==> src/rtl/date_counter_if.sv <==
//==============================================================================
// Module      : date_counter_if
// Description : Load/advance request and date output bundle of date_counter.
// Revision    : 1.0 - initial release
//==============================================================================
`default_nettype none

interface date_counter_if;
  logic        load;
  logic [5:0]  loadDay;
  logic [3:0]  loadMonth;
  logic [10:0] loadYear;
  logic        advance;
  logic [5:0]  dayOfMonth;
  logic [3:0]  month;
  logic [10:0] year;
  logic        loadErr;
  logic        newYear;
  logic        yearOvf;

  modport master (
    output load, loadDay, loadMonth, loadYear, advance,
    input  dayOfMonth, month, year, loadErr, newYear, yearOvf
  );

  modport slave (
    input  load, loadDay, loadMonth, loadYear, advance,
    output dayOfMonth, month, year, loadErr, newYear, yearOvf
  );
endinterface

`default_nettype wire

==> src/rtl/date_counter.sv <==
//==============================================================================
// Module      : date_counter
// Description : Registered calendar date that advances one day per enabled
//               cycle, with checked synchronous load and year wrap pulses.
// Revision    : 1.0 - initial release
//==============================================================================
`default_nettype none

module date_counter #(
  parameter logic        CAL_SELECT = 1'b0,
  parameter logic [10:0] RESET_YEAR = 11'd1970
) (
  input  wire logic      clk,
  input  wire logic      rst_n,
  date_counter_if.slave  bus
);

  localparam logic [10:0] MAX_YEAR = 11'd2047;
  localparam logic [3:0]  DEC      = 4'd12;

  // y%100 and y%400 over 0..2047 reduce to matching a handful of constants
  function automatic logic is_leap(input logic [10:0] y);
    logic div100;
    logic div400;
    div100 = 1'b0;
    div400 = 1'b0;
    for (int k = 0; k <= 20; k++) begin
      if (y == 11'(k * 100)) begin
        div100 = 1'b1;
        if ((k % 4) == 0) div400 = 1'b1;
      end
    end
    if (CAL_SELECT) is_leap = (y[1:0] == 2'b00);
    else            is_leap = (y[1:0] == 2'b00) && (!div100 || div400);
  endfunction

  function automatic logic [5:0] month_len(input logic [3:0] m, input logic leap);
    case (m)
      4'd4, 4'd6, 4'd9, 4'd11: month_len = 6'd30;
      4'd2:                    month_len = leap ? 6'd29 : 6'd28;
      default:                 month_len = 6'd31;
    endcase
  endfunction

  logic [5:0]  day_q, day_d;
  logic [3:0]  month_q, month_d;
  logic [10:0] year_q, year_d;
  logic        load_err_q, load_err_d;
  logic        new_year_q, new_year_d;
  logic        year_ovf_q, year_ovf_d;

  logic [5:0]  w_load_len;
  logic [5:0]  w_cur_len;
  logic        w_load_ok;

  always_comb begin
    day_d      = day_q;
    month_d    = month_q;
    year_d     = year_q;
    load_err_d = 1'b0;
    new_year_d = 1'b0;
    year_ovf_d = 1'b0;

    w_load_len = month_len(bus.loadMonth, is_leap(bus.loadYear));
    w_cur_len  = month_len(month_q, is_leap(year_q));
    w_load_ok  = (bus.loadMonth >= 4'd1) && (bus.loadMonth <= DEC) &&
                 (bus.loadDay >= 6'd1) && (bus.loadDay <= w_load_len);

    if (bus.load) begin
      if (w_load_ok) begin
        day_d   = bus.loadDay;
        month_d = bus.loadMonth;
        year_d  = bus.loadYear;
      end else begin
        load_err_d = 1'b1;
      end
    end else if (bus.advance) begin
      if (day_q < w_cur_len) begin
        day_d = day_q + 6'd1;
      end else if (month_q < DEC) begin
        day_d   = 6'd1;
        month_d = month_q + 4'd1;
      end else begin
        day_d      = 6'd1;
        month_d    = 4'd1;
        new_year_d = 1'b1;
        if (year_q == MAX_YEAR) begin
          year_d     = 11'd0;
          year_ovf_d = 1'b1;
        end else begin
          year_d = year_q + 11'd1;
        end
      end
    end
  end

  always_ff @(posedge clk) begin
    if (!rst_n) begin
      day_q      <= 6'd1;
      month_q    <= 4'd1;
      year_q     <= RESET_YEAR;
      load_err_q <= 1'b0;
      new_year_q <= 1'b0;
      year_ovf_q <= 1'b0;
    end else begin
      day_q      <= day_d;
      month_q    <= month_d;
      year_q     <= year_d;
      load_err_q <= load_err_d;
      new_year_q <= new_year_d;
      year_ovf_q <= year_ovf_d;
    end
  end

  assign bus.dayOfMonth = day_q;
  assign bus.month      = month_q;
  assign bus.year       = year_q;
  assign bus.loadErr    = load_err_q;
  assign bus.newYear    = new_year_q;
  assign bus.yearOvf    = year_ovf_q;

endmodule

`default_nettype wire

==> src/flat_wrapper.sv <==
// flat-port wrapper written by rule: the top's interface ports become plain ports
module date_counter_flat 
#(
  parameter logic        CAL_SELECT = 1'b0,
  parameter logic [10:0] RESET_YEAR = 11'd1970
)
  (clk, rst_n, bus_load, bus_loadDay, bus_loadMonth, bus_loadYear, bus_advance, bus_dayOfMonth, bus_month, bus_year, bus_loadErr, bus_newYear, bus_yearOvf);
  date_counter_if bus_i ();
  input  wire logic clk;
  input  wire logic rst_n;
  input wire logic [$bits(bus_i.load)-1:0] bus_load;
  input wire logic [$bits(bus_i.loadDay)-1:0] bus_loadDay;
  input wire logic [$bits(bus_i.loadMonth)-1:0] bus_loadMonth;
  input wire logic [$bits(bus_i.loadYear)-1:0] bus_loadYear;
  input wire logic [$bits(bus_i.advance)-1:0] bus_advance;
  output wire logic [$bits(bus_i.dayOfMonth)-1:0] bus_dayOfMonth;
  output wire logic [$bits(bus_i.month)-1:0] bus_month;
  output wire logic [$bits(bus_i.year)-1:0] bus_year;
  output wire logic [$bits(bus_i.loadErr)-1:0] bus_loadErr;
  output wire logic [$bits(bus_i.newYear)-1:0] bus_newYear;
  output wire logic [$bits(bus_i.yearOvf)-1:0] bus_yearOvf;
  assign bus_i.load = bus_load;
  assign bus_i.loadDay = bus_loadDay;
  assign bus_i.loadMonth = bus_loadMonth;
  assign bus_i.loadYear = bus_loadYear;
  assign bus_i.advance = bus_advance;
  assign bus_dayOfMonth = bus_i.dayOfMonth;
  assign bus_month = bus_i.month;
  assign bus_year = bus_i.year;
  assign bus_loadErr = bus_i.loadErr;
  assign bus_newYear = bus_i.newYear;
  assign bus_yearOvf = bus_i.yearOvf;
  date_counter #(.CAL_SELECT(CAL_SELECT), .RESET_YEAR(RESET_YEAR)) u_core (.clk(clk), .rst_n(rst_n), .bus(bus_i));
endmodule
==> config.mk <==
export PLATFORM = sky130hd
export DESIGN_NAME = date_counter_flat
export DESIGN_NICKNAME = d
export VERILOG_FILES = /design/src/rtl/date_counter_if.sv /design/src/rtl/date_counter.sv /design/src/flat_wrapper.sv
export SDC_FILE = /design/constraint.sdc
export NUM_CORES = 1
export LEC_CHECK = 0
export ABC_AREA = 1
export BUFFER_PORTS_ARGS = -buffer_cell sky130_fd_sc_hd__buf_2
export CAP_MARGIN = 20
export CORE_ASPECT_RATIO = 0.7
export CORE_MARGIN = 10
export CORE_UTILIZATION = 60
export CTS_BUF_LIST = sky130_fd_sc_hd__clkbuf_4
export DETAILED_ROUTE_END_ITERATION = 7
export PLACE_DENSITY = 0.95
export SETUP_SLACK_MARGIN = 0.2
export SLEW_MARGIN = 20
export SYNTH_ARGS = -nofsm -noshare
export SYNTH_HDL_FRONTEND = slang
export SYNTH_SLANG_ARGS = --single-unit
==> constraint.sdc <==
create_clock -name clk -period 9.9 [get_ports clk]
set_input_delay 1.98 -clock clk [delete_from_list [all_inputs] [get_ports clk]]
set_output_delay 1.98 -clock clk [all_outputs]
set_load 0.01 [all_outputs]
==> results.md, run 1 <==
- Yosys reg bits: 24
- Worst path bufs/invs: 2
- Initial antenna violation count: 0
- DR WL met3: 1180 um
- Die X: 93.6 um
- Num rows: 18
- Final worst-path setup slack: 4.89 ns
- Path type of the worst min-delay path: reg2reg
- Initial DRC count: 396
- XOR/XNOR Fraction of Synth Area: 3.46%
- Most frequent cells after synthesis: 89 x nand2_1, 47 x nor2_1, 39 x inv_1
- Die H: 71.5 um
- Power Density: 104 mW/mm2
- Post-Synthesis Cells: 379
- Via count: 2811
- Area post-placement: 0.00251 mm2
- Max clock buf depth: 2
- Register Area: 480 um2
- Final WL: 7300 um
- Final HPWL DP: 5800 um
- Largest family of logic cells by synthesized area: simple AND/OR/NAND/NOR gates
- Fin crit period: 5.01 ns
- Final non-filler cell area: 0.00256 mm2
- Post-synthesis sequential area ratio: 21.1%
- Initial Util: 63.6%
- Pre-CTS setup slack: 4.61 ns
- Clk slew on worst S/H paths: 0.15 ns
- Total GRT Usage: 21.3%
- Routed wl met2: 2750 um
- Critical path's largest stage delay: 0.41 ns
- Io pins: 49
- Post-synth EDFFs: 0
- Max-slew violation count: 0
- 1st-pass router iterations: 5
- Total power: 0.267 mW
- Tcrit/Tclk final: 50.6%
- Fin nets: 455
- RSZ-0062 raised after global routing: false
- Top_reg_cell synth: dfxtp_1
- CP Data Required Time: 10.13 ns
- CP max FO: 7
- Clock sinks: 24
- Cells on worst reg2reg path: 23
- Critical Path Sink Type: flop
- First-pass GRT wire length: 12000 um
- Setup_tns: 0 ns
- CTS resizes: 0
- Largest net degree at the start of global routing: 21
- Worst-case clock skew: 0.00291 ns
- Largest delay contributor family on the critical path: simple AND/OR/NAND/NOR gates
- Clock Latency Late Sink: 0.32 ns
- Maximum VDD drop: 86.6 uV
- CP cell instances: buf_2, nor2_1, nand3_1, or2_2, o21ai_0, nand3_1, and3_1, o2111ai_1, a211oi_1, ha_1, a2111oi_0, a221oi_1, nand2_1, nand2_1, inv_1, a21oi_1, nand2_1, a21oi_1
- Root Buffer: clkbuf_4
- CP Class: in2reg
- Multiplexer share of the synthesized area: 0%
- Static leakage: 1.26 nW
- Core area: 0.00358 mm2
- Filler cells: 301
- CTS Hold Bufs: 0
- Dominant cell by count in the synthesized netlist: nand2_1
- Final Hold Fails: 0
- Drt drc: 0
- Area of the multi-input gates: 0.00155 mm2
- Ant. Diodes: 0
- Post-detailed-route via-to-cell ratio: 5.99
- Num CTS Buffers: 3
- Slew @ Worst Pin: 0.555 ns
- Levels on crit path: 18
- Synth Area in Compound Gates: 15.0%
- M1 WL: 3310 um
- Hold depth: 2
- CTS tree: yes
- Post-synth top area share: 21.1%
- Synth top area cells: dfxtp_1 21%, nand2_1 15%, nand3_1 7.9%, nor2_1 7.7%, inv_1 6.4%
- Gr ovfl total: 0
- F_max: 200 MHz
- Final setup violation count: 0
- DR WL/cell: 15.6 um
- Max-slew headroom: 62.7%
- Syn nets: 414
- Setup bufs post-CTS: 0
- Setup crit start kind: input port
- IO Port Bufs: 48
- Total die area: 0.00670 mm2
- Yosys warnings: 0
- Max cap viols: 0
- Synth unique cells: 42
- CP most frequent cell: nand2_1
- Asr flop ratio synth: 0%
- Layout area overhead: 12.5%
- Max Used Layer: met4
- Synth Cell Area: 0.00228 mm2
- WP data arrival: 5.24 ns
- Post-Synth Simple-Gate Area: 44.2%
- Layout cells sized above 1: 16.5%
- Post-DRT Antenna Nets: 0
- Synth Area in Adders: 5.49%
- Number of H-tree levels: 1
- Number of global-route vias before repair: 2497
- Yosys top cell by area: dfxtp_1
- GPL Wtd Cong: 1.03
- Status: completed
- Crit path max-delay cell type: a2111oi_0
- Avg Cell Area, Syn: 6.01 um2
-- area by class of cell --
class	count	share of cell area (%)
Multi-Input combinational cell	297	60.6
Clock inverter	1	1.17
Sequential cell	24	18.8
Tap cell	50	2.44
Timing Repair Buffer	48	9.38
Clock buffer	3	0.879
Inverter	46	6.74
-- kinds of logic after synthesis --
| logic type | after synthesis |
|---|---|
| and+or+nand+nor | 220 |
| AOI/OAI and AO/OA | 58 |
| buffers and inverters | 58 |
| DFF | 24 |
| adders and majority gates | 10 |
| xor gates and xnor gates | 9 |
-- cell usage in the layout (no fill, tap or decap), types with 4 or more instances in the layout --
cell     count
a21oi_1     14
buf_2       48
dfxtp_1     24
ha_1        10
inv_1       39
inv_2        5
nand2_1     89
nand2_2      4
nand3_1     36
nand4_1      7
nor2_1      47
nor3_1      19
o21ai_0     21
o22ai_1      4
xor2_1       6
-- flip-flops by register name, summed over array words and instances, names as in the netlist --
name and cells:
u_core.bus.loadErr 1, u_core.bus.month 4, u_core.bus.yearOvf 1, u_core.bus.year 11
u_core.bus.newYear 1, u_core.bus.dayOfMonth 6
-- tightest hold or removal path, delay by kind of cell (launching register included) --
kind,cells,cell delay [ns]
DFF,1,0.37
and+or+nand+nor,2,0.13
-- routing by layer --
layer	global-route usage (%)	up-vias
met5	0	-
met4	2.69	0
met3	8.53	11
met2	29.4	212
met1	30.7	1237
li1	-	1351
-- worst paths after layout --
kind	from	to	slack [ns]
hold reg to reg	u_core.bus.year[1]	u_core.bus.year[1]	0.53
setup reg to reg	u_core.bus.year[0]	u_core.bus.year[10]	7.18
hold / removal	u_core.bus.year[1]	u_core.bus.year[1]	0.53
setup / recovery	bus_loadYear[1]	u_core.bus.dayOfMonth[2]	4.89
-- through the flow --
stage               hold slack [ns]  cells  utilization, %
finish                        0.532    469            71.5
floorplan                     0.516    379               -
global placement              0.504    465            70.1
global route                  0.580    469            71.5
detailed placement            0.515    465            70.1
CTS                           0.539    469            71.5
-- power breakdown --
group,switching [mW],total [mW],internal (mW)
clock,0.0328,0.0738,0.0410
combinational,0.0519,0.0790,0.0271
sequential,0.0114,0.115,0.103
(Power assumes the default switching activity.)
==> run 2, diff against run 1 <==
CORE_UTILIZATION = 57   (was 60)
PLACE_DENSITY = 0.93   (was 0.95)
clock period = 5.2 ns   (was 9.9 ns; I/O delays follow)
==> run 2 against run 1 <==
Compared with the run above:
- clock power rose by 90%
- critical path depth unchanged
- clock skew is 0.013 ns higher
- setup slack worse by 3.7 ns
- register-to-register slack worse by 4.7 ns
- non-clock buffer count unchanged
- routed wire length down 4.4%
- count of clock-buffer cells in the layout unchanged
- cell count grew 0.43%
- flip-flop and latch count did not move
- sequential share of layout area is essentially flat
- largest power group unchanged
==> results.md, run 2 (synthesis gave the netlist of run 1 again) <==
- 1st-pass router iterations: 5 (unchanged)
- CTS Hold Bufs: 0 (unchanged)
- DR WL/cell: 14.8 um (-4.8%)
- Initial antenna violation count: 0 (unchanged)
- Total power: 0.505 mW (+89%)
- First-pass GRT wire length: 11800 um (-1.4%)
- Post-detailed-route via-to-cell ratio: 5.94 (-0.96%)
- F_max: 247 MHz
- Final HPWL DP: 5510 um (-5.0%)
- GPL Wtd Cong: 0.950 (-7.4%)
- Status: completed
- Final setup violation count: 0 (unchanged)
- Max-slew violation count: 0 (unchanged)
- Max-slew headroom: 62.5% (-0.18 points)
- Max clock buf depth: 2 (unchanged)
- Setup_tns: 0 ns (unchanged)
- Tcrit/Tclk final: 77.9%
- Maximum VDD drop: 132 uV (+52%)
- Power Density: 197 mW/mm2 (+89%)
- Layout cells sized above 1: 16.5% (unchanged)
- CTS tree: yes
- Num rows: 19 (+1)
- Io pins: 49 (unchanged)
- Slew @ Worst Pin: 0.559 ns (+0.00441 ns)
- Total die area: 0.00696 mm2 (+3.9%)
- Total GRT Usage: 20.1% (-1.2 points)
- RSZ-0062 raised after global routing: false
- Drt drc: 0 (unchanged)
- Setup bufs post-CTS: 0 (unchanged)
- Initial Util: 58.8% (-4.8 points)
- Clk slew on worst S/H paths: 0.15 ns (about the same)
- Max cap viols: 0 (unchanged)
- Setup crit start: bus_loadYear[1]
- IO Port Bufs: 48 (unchanged)
- Die H: 72.9 um (+1.9%)
- Fin crit period: 4.05 ns
- Static leakage: 1.26 nW (unchanged)
- Core area: 0.00387 mm2 (+8.2%)
- Ant. Diodes: 0 (unchanged)
- Path type of the worst min-delay path: reg2reg
- CP Data Required Time: 5.43 ns (-4.70 ns)
- Largest net degree at the start of global routing: 21 (unchanged)
- Final non-filler cell area: 0.00256 mm2 (about the same)
- Clock sinks: 24 (unchanged)
- CP max FO: 7 (unchanged)
- Area post-placement: 0.00251 mm2 (about the same)
- Via count: 2796 (-0.53%)
- Gr ovfl total: 0 (unchanged)
- Fin nets: 455 (unchanged)
- Hold Startpoint: u_core.bus.year[1]
- Commonest non-fill, non-tap cell in the layout: nand2_1
- Critical Path Sink Type: flop
- Final Hold Fails: 0 (unchanged)
- Clock Latency Late Sink: 0.34 ns (+0.02 ns)
- Most frequent cells in the layout: 89 x nand2_1, 48 x buf_2, 47 x nor2_1
- Initial DRC count: 405 (+2.3%)
- Placed cells: 467 (+0.43%)
- Layout area overhead: 12.6% (about the same)
- Post-Layout Cell Count: 471 (+0.43%)
- Number of global-route vias before repair: 2488 (-0.36%)
- CTS resizes: 0 (unchanged)
- Post-DRT Antenna Nets: 0 (unchanged)
- Max reg flops: 11 (unchanged)
- WP data arrival: 4.28 ns (-0.96 ns)
- Root Buffer: clkbuf_4
- Reg2reg start: u_core.bus.year[0]
- CP Class: in2reg
- Setup crit start kind: input port
- Final WL: 6980 um (-4.4%)
- Num CTS Buffers: 3 (unchanged)
- Die X: 95.5 um (+2.0%)
- Number of H-tree levels: 1 (unchanged)
- Worst-case clock skew: 0.0155 ns (+0.0125 ns)
## run 2: per-stage QoR
| step | util [%] | hold WS [ns] | setup slack, ns |
|---|---|---|---|
| after floorplan | - | 0.516 | 1.49 |
| after global placement | 64.8 | 0.499 | 1.11 |
| after detailed placement | 64.8 | 0.511 | 0.852 |
| after CTS | 66.2 | 0.533 | 1.21 |
| after global routing | 66.2 | 0.566 | 0.822 |
| final | 66.2 | 0.529 | 1.15 |
## run 2: critical path, cell delays in order
cell,delay (ns)
buf_2,0.10
nor2_1,0.29
nand3_1,0.20
or2_2,0.33
o21ai_0,0.15
nand3_1,0.07
and3_1,0.15
o2111ai_1,0.20
a211oi_1,0.10
ha_1,0.29
a2111oi_0,0.46
a221oi_1,0.18
nand2_1,0.17
nand2_1,0.16
inv_1,0.17
a21oi_1,0.06
nand2_1,0.08
a21oi_1,0.06
## run 2: where the power goes
| group | internal, mW | total (mW) | switching (mW) | leakage, nW |
|---|---|---|---|---|
| logic | 0.0514 | 0.147 | 0.0954 | 1.04 |
| clock network | 0.0781 | 0.140 | 0.0622 | 0.0279 |
| registers | 0.196 | 0.218 | 0.0215 | 0.197 |
| total | 0.326 | 0.505 | 0.179 | 1.26 |
## run 2: layer usage
layer	track usage, %	vias to the layer above	share of wire [%]
li1	-	1347	-
met5	0	-	0
met4	2.45	0	0.97
met1	29.0	1228	44
met3	6.89	16	14
met2	28.6	205	41
## run 2: final cells by class
| type | count | area, um2 |
|---|---|---|
| multi-input cells | 297 | 1550 |
| well taps | 52 | 65.1 |
| inverters | 46 | 173 |
| clock inverters | 1 | 30.0 |
| repair buffers | 48 | 240 |
| flip-flops and latches | 24 | 480 |
| clock buffers | 3 | 22.5 |
| fillers | 381 | 1310 |
## run 2: worst paths after layout
kind / end / slack [ns] / cells past startpoint
worst max-delay path: u_core.bus.dayOfMonth[3] / 1.15 / 18
worst min-delay path: u_core.bus.year[1] / 0.53 / 2
worst max register to register: u_core.bus.year[10] / 2.50 / 23
worst min register to register: u_core.bus.year[1] / 0.53 / 2
